<file path="config.mk">
export PLATFORM = sky130hd
export DESIGN_NAME = bus75_row_feeder
export DESIGN_NICKNAME = d
export VERILOG_FILES = /design/src/rtl/bus75_row_feeder.sv
export SDC_FILE = /design/constraint.sdc
export NUM_CORES = 2
export LEC_CHECK = 0
export BUFFER_PORTS_ARGS = -buffer_cell sky130_fd_sc_hd__buf_2
export CORE_ASPECT_RATIO = 2
export CORE_UTILIZATION = 62
export CTS_CLUSTER_DIAMETER = 60
export DETAILED_ROUTE_END_ITERATION = 10
export MAX_ROUTING_LAYER = met4
export PLACE_DENSITY = 0.85
export SYNTH_ARGS = -nofsm -noshare
export SYNTH_HDL_FRONTEND = slang
export SYNTH_SLANG_ARGS = --single-unit
</file>
<file path="constraint.sdc">
create_clock -name clk -period 37.3 [get_ports clk]
set_input_delay 0 -clock clk [delete_from_list [all_inputs] [get_ports clk]]
set_output_delay 0 -clock clk [all_outputs]
set_load 0.01 [all_outputs]
</file>
<file path="src/rtl/bus75_row_feeder.sv">
// ---------------------------------------------------------------------------
// bus75_row_feeder
//
// Producer side of the HUB75 row-writer buffer pair. Pixels arriving on the
// pix_* stream are written into a back row buffer, one bit per column in each
// of the six colour planes. When the row writer pulses write_next and the back
// row is complete, the back row moves to the front buffers (buffer_*) together
// with the brightness and the row index. The row writer shifts the front
// buffers out to the panel and pulses latch, at which point row_addr follows
// the row index of the front buffers.
//
// Pixel handshake: a pixel transfers on every rising clk edge where
// pix_valid & pix_ready are both high. pix_ready depends only on internal state
// (low while the back row is full and waiting for a swap), never on pix_valid.
// pix_data and pix_sof are only looked at on a transfer.
//
// Ports
//   clk         system clock, shared with the row writer
//   rst         asynchronous reset, active high
//   pix_data    {r0,g0,b0,r1,g1,b1} for the current column
//   pix_valid   pix_data valid
//   pix_sof     pixel is frame row 0, column 0
//   pix_ready   feeder takes the pixel this cycle
//   brt_in      brightness, captured at each swap
//   write_next  row writer request to swap the front buffers
//   latch       row writer latch pulse; row_addr follows one cycle later
//   buffer_r0..buffer_b1  front colour planes, bit c = column c
//   buffer_brt  front brightness
//   row_addr    panel row address (A..D)
//   underrun    1-cycle pulse: write_next with the back row incomplete
//   sync_err    1-cycle pulse: pix_sof taken in the middle of a row
// ---------------------------------------------------------------------------
module bus75_row_feeder #(
    parameter int WIDTH    = 64,
    parameter int ROW_BITS = 4
) (
    input  logic                clk,
    input  logic                rst,
    input  logic [5:0]          pix_data,
    input  logic                pix_valid,
    input  logic                pix_sof,
    output logic                pix_ready,
    input  logic [7:0]          brt_in,
    input  logic                write_next,
    input  logic                latch,
    output logic [WIDTH-1:0]    buffer_r0,
    output logic [WIDTH-1:0]    buffer_g0,
    output logic [WIDTH-1:0]    buffer_b0,
    output logic [WIDTH-1:0]    buffer_r1,
    output logic [WIDTH-1:0]    buffer_g1,
    output logic [WIDTH-1:0]    buffer_b1,
    output logic [7:0]          buffer_brt,
    output logic [ROW_BITS-1:0] row_addr,
    output logic                underrun,
    output logic                sync_err
);

    localparam int COL_W = (WIDTH > 1) ? $clog2(WIDTH) : 1;

    logic [COL_W-1:0]    col;
    logic                back_full;
    logic [ROW_BITS-1:0] back_row;
    logic [ROW_BITS-1:0] front_row;

    logic [WIDTH-1:0] back_r0;
    logic [WIDTH-1:0] back_g0;
    logic [WIDTH-1:0] back_b0;
    logic [WIDTH-1:0] back_r1;
    logic [WIDTH-1:0] back_g1;
    logic [WIDTH-1:0] back_b1;

    logic             accept;
    logic             swap;
    logic [COL_W-1:0] store_col;
    logic             last_col;

    assign pix_ready = ~back_full;

    // A swap needs a full back row, and a full back row refuses pixels, so
    // swap and accept can never both be true in one cycle. A write_next that
    // coincides with the last pixel sees back_full still low and underruns.
    always_comb begin
        accept    = pix_valid & ~back_full;
        swap      = write_next & back_full;
        store_col = pix_sof ? '0 : col;
        last_col  = (store_col == COL_W'(WIDTH - 1));
    end

    always_ff @(posedge clk or posedge rst) begin
        if (rst) begin
            col        <= '0;
            back_full  <= 1'b0;
            back_row   <= '0;
            front_row  <= '0;
            back_r0    <= '0;
            back_g0    <= '0;
            back_b0    <= '0;
            back_r1    <= '0;
            back_g1    <= '0;
            back_b1    <= '0;
            buffer_r0  <= '0;
            buffer_g0  <= '0;
            buffer_b0  <= '0;
            buffer_r1  <= '0;
            buffer_g1  <= '0;
            buffer_b1  <= '0;
            buffer_brt <= '0;
            row_addr   <= '0;
            underrun   <= 1'b0;
            sync_err   <= 1'b0;
        end else begin
            underrun <= write_next & ~back_full;
            sync_err <= accept & pix_sof & (col != '0);

            // front_row here is the pre-swap value, so a latch that collides
            // with a swap still addresses the row that was being shifted.
            if (latch) begin
                row_addr <= front_row;
            end

            if (swap) begin
                buffer_r0  <= back_r0;
                buffer_g0  <= back_g0;
                buffer_b0  <= back_b0;
                buffer_r1  <= back_r1;
                buffer_g1  <= back_g1;
                buffer_b1  <= back_b1;
                buffer_brt <= brt_in;
                front_row  <= back_row;
                back_full  <= 1'b0;
                back_row   <= back_row + 1'b1;
            end else if (accept) begin
                // A start-of-frame pixel restarts the row at column 0; the
                // stale columns of a partial row are overwritten as it refills.
                back_r0[store_col] <= pix_data[5];
                back_g0[store_col] <= pix_data[4];
                back_b0[store_col] <= pix_data[3];
                back_r1[store_col] <= pix_data[2];
                back_g1[store_col] <= pix_data[1];
                back_b1[store_col] <= pix_data[0];
                if (pix_sof) begin
                    back_row <= '0;
                end
                if (last_col) begin
                    col       <= '0;
                    back_full <= 1'b1;
                end else begin
                    col <= store_col + 1'b1;
                end
            end
        end
    end

endmodule

</file>
==> metrics.md <==
| Metric | Value |
|---|---|
| GRT overflow | `0` |
| Slew HR | `-8.31%` |
| First drt pass iteration count | `6` |
| Post-layout util | `73.0%` |
| Initial DRC count | `1561` |
| Most frequent cells after synthesis | `1196 x nand2_1, 797 x dfrtp_1, 201 x mux2_1` |
| Reg clk slew, reported paths | `0.07 ns` |
| Post-synth top flop | `dfrtp_1` |
| Area Overhead vs Synth | `15.5%` |
| CP Launch Type | `register` |
| Power Density | `50.6 nW/µm²` |
| RD Place Congestion | `0.827` |
| Post-synthesis register bit count | `797` |
| CP max FO | `102` |
| Most area-hungry cell type in the Yosys netlist | `dfrtp_1` |
| Reg power frac | `53.5%` |
| Reg2reg path depth | `5` |
| Global-route wire length before repair | `123000 µm` |
| Violated checks | `max-slew violations` |
| Slew Viols, Final | `144` |
| Post-Syn Instances | `2664` |
| Clock latency on the worst-skew pair | `0.61 ns` |
| Ant. Diodes | `0` |
| Routed WL | `78000 µm` |
| Clock buffer depth | `3` |
| EDFF count, synth | `0` |
| CTS hold repair buffers | `13` |
| CTS sink count | `797` |
| Mapped cell area | `30600 µm²` |
| Row count | `114` |
| Drt wl/cell | `21.1 µm` |
| Root buf cell | `clkbuf_16` |
| Net count, final | `3040` |
| Ys async rst share | `100%` |
| Largest net degree at the start of global routing | `258` |
| Most numerous cell in the Yosys netlist | `nand2_1` |
| Clock Power Share | `39.5%` |
| Design Power | `1.79 mW` |
| Layout Skew | `0.0278 ns` |
| Yosys cell types | `41` |
| Net Sw Power | `0.420 mW` |
| DR vias/cell | `5.64` |
| Die area | `50400 µm²` |
| Outcome | `finished with violations` |
| H-tree levels | `3` |
| Vias in the first global route | `22200` |
| Fmax | `267 MHz` |
| HP Class | `input port to asynchronous set/reset pin` |
| Die Ht | `316 µm` |
| Switching share of power | `23.5%` |
| Period minus WS final | `3.75 ns` |
| DRC | `0` |
| Dpl hpwl | `48400 µm` |
| Type of the setup path with the least slack | `register to register` |
| Worst VDD drop | `0.0000394 V` |
| Ports | `419` |
| Synthesized net count | `2685` |
| Final worst path period share | `10.1%` |
| Synthesis Warnings | `0` |
| Final non-filler cell total | `3704` |
| Syn avg cell area | `11.5 µm²` |
| Setup violators final | `0` |
| Core area | `48500 µm²` |
| Setup crit end kind | `register` |
| Dpl cells | `3576` |
| I/O Buffers | `418` |
| Combinational power share | `7.1%` |
| Initial antenna violation count | `2` |
| Post-CTS Resized | `0` |
| Post-route setup TNS | `0 ns` |
| Top cells by area, synth | `dfrtp_1 65%, nand2_1 15%, mux2_1 7.4%` |
| RSZ-0062 raised after global routing | `false` |
| Final Hold Viols | `0` |
| CTS buffer count | `66` |
| Die X | `159 µm` |
| Register area share after synthesis | `65.1%` |
| Antenna-violating nets left | `0` |
| Worst-margin pin slew | `1.62 ns` |
| Postcts setup bufs | `0` |
| Cell internal pwr | `1.37 mW` |
| Via Count | `20900` |
| Share of cells above drive strength 1 | `25.0%` |
| CTS tree | `done` |
| Leakage power figure | `20.6 nW` |
| Initial Util | `63.2%` |
| All-Layer GR Usage | `32.9%` |
| Crit path arrival time | `4.28 ns` |
| Synth top area share | `65.1%` |
| Final hold slack | `0.134 ns` |
| Worst Path Required | `37.83 ns` |
| Total of max-cap violations | `0` |
## critical path, stage by stage, from the launching register on
cell and delay [ns]:
dfrtp_1 0.56, nand2_4 0.89, buf_4 0.87, buf_4 0.93
nand2_1 0.16, nand2_1 0.13
## placed cells by master (no fill, tap or decap), drive strengths merged
| cell | n |
|---|---|
| a211o | 1 |
| a21oi | 3 |
| a311oi | 1 |
| and2 | 2 |
| and3 | 15 |
| and4b | 1 |
| and4bb | 1 |
| buf | 442 |
| bufinv | 5 |
| clkbuf | 93 |
| clkinv | 14 |
| clkinvlp | 1 |
| dfrtp | 797 |
| dlygate4sd3 | 13 |
| ha | 1 |
| inv | 5 |
| mux2 | 388 |
| mux2i | 3 |
| nand2 | 1196 |
| nand2b | 1 |
| nand3 | 39 |
| nand3b | 2 |
| nand4 | 1 |
| nor2 | 3 |
| nor2b | 4 |
| nor3 | 2 |
| nor3b | 2 |
| nor4b | 4 |
| nor4bb | 3 |
| o211ai | 14 |
| o21ai | 3 |
| o21bai | 1 |
| o41a | 1 |
| or4 | 1 |
| xor2 | 3 |
## flip-flops by register name (all words and copies together) (netlist names)
signal,count
back_r1,64
back_g0,64
buffer_r0,64
back_b0,64
back_row,4
back_r0,64
back_g1,64
underrun,1
col,6
buffer_g1,64
sync_err,1
back_full,1
buffer_b1,64
buffer_r1,64
buffer_g0,64
back_b1,64
row_addr,4
front_row,4
buffer_brt,8
buffer_b0,64
## power by group through the flow
stage	clock network (mW)	logic [mW]	registers [mW]
after detailed placement	0	0.126	0.972
final	0.707	0.127	0.957
after floorplan	0	0.0943	0.959
after global routing	0.747	0.137	0.963
after global placement	0	0.119	0.967
after CTS	0.717	0.128	0.956
## worst paths after layout
check                             from             to  slack [ns]
min                                rst  buffer_g0[23]        0.13
min reg2reg                back_b0[46]  buffer_b0[46]        0.45
max                          back_full  buffer_g0[55]       33.55
min in group clk             brt_in[6]  buffer_brt[6]        0.13
max in group asynchronous          rst     back_g1[4]       34.57
max reg2reg                  back_full  buffer_g0[55]       33.55
## routing by layer
layer | track usage [%] | part of all wire [%] | up-vias | wire length [µm]
met2 | 54.0 | 50 | 803 | 39200
met4 | 20.4 | 6.3 | 0 | 4920
met3 | 4.51 | 5.3 | 222 | 4100
li1 | - | - | 9229 | -
met1 | 38.6 | 38 | 10600 | 29800
met5 | - | 0 | - | 0
## per-stage QoR
step / area (µm²) / setup slack, ns
after floorplan: 30600 / 14.92
after global placement: 33100 / 33.84
after detailed placement: 33100 / 33.70
after CTS: 35400 / 33.62
after global routing: 35400 / 33.27
final: 35400 / 33.55
## cell families after synthesis
family	Yosys count	share of synthesized area (%)
compound gates	24	0.649
xor+xnor	3	0.0858
fa+ha+maj	1	0.0408
buf+inv	171	2.35
flops	797	65.1
mux	391	14.8
simple gates	1277	17.0
## area by class of cell
cell class	instances	area, µm²
flip-flops and latches	797	19900
fillers	3145	13100
multi-input cells	1696	10000
repair buffers	455	2430
clock buffers	93	1930
well taps	638	798
clock inverters	22	251
inverters	3	18.8
Power figures use the tool's default switching activity.
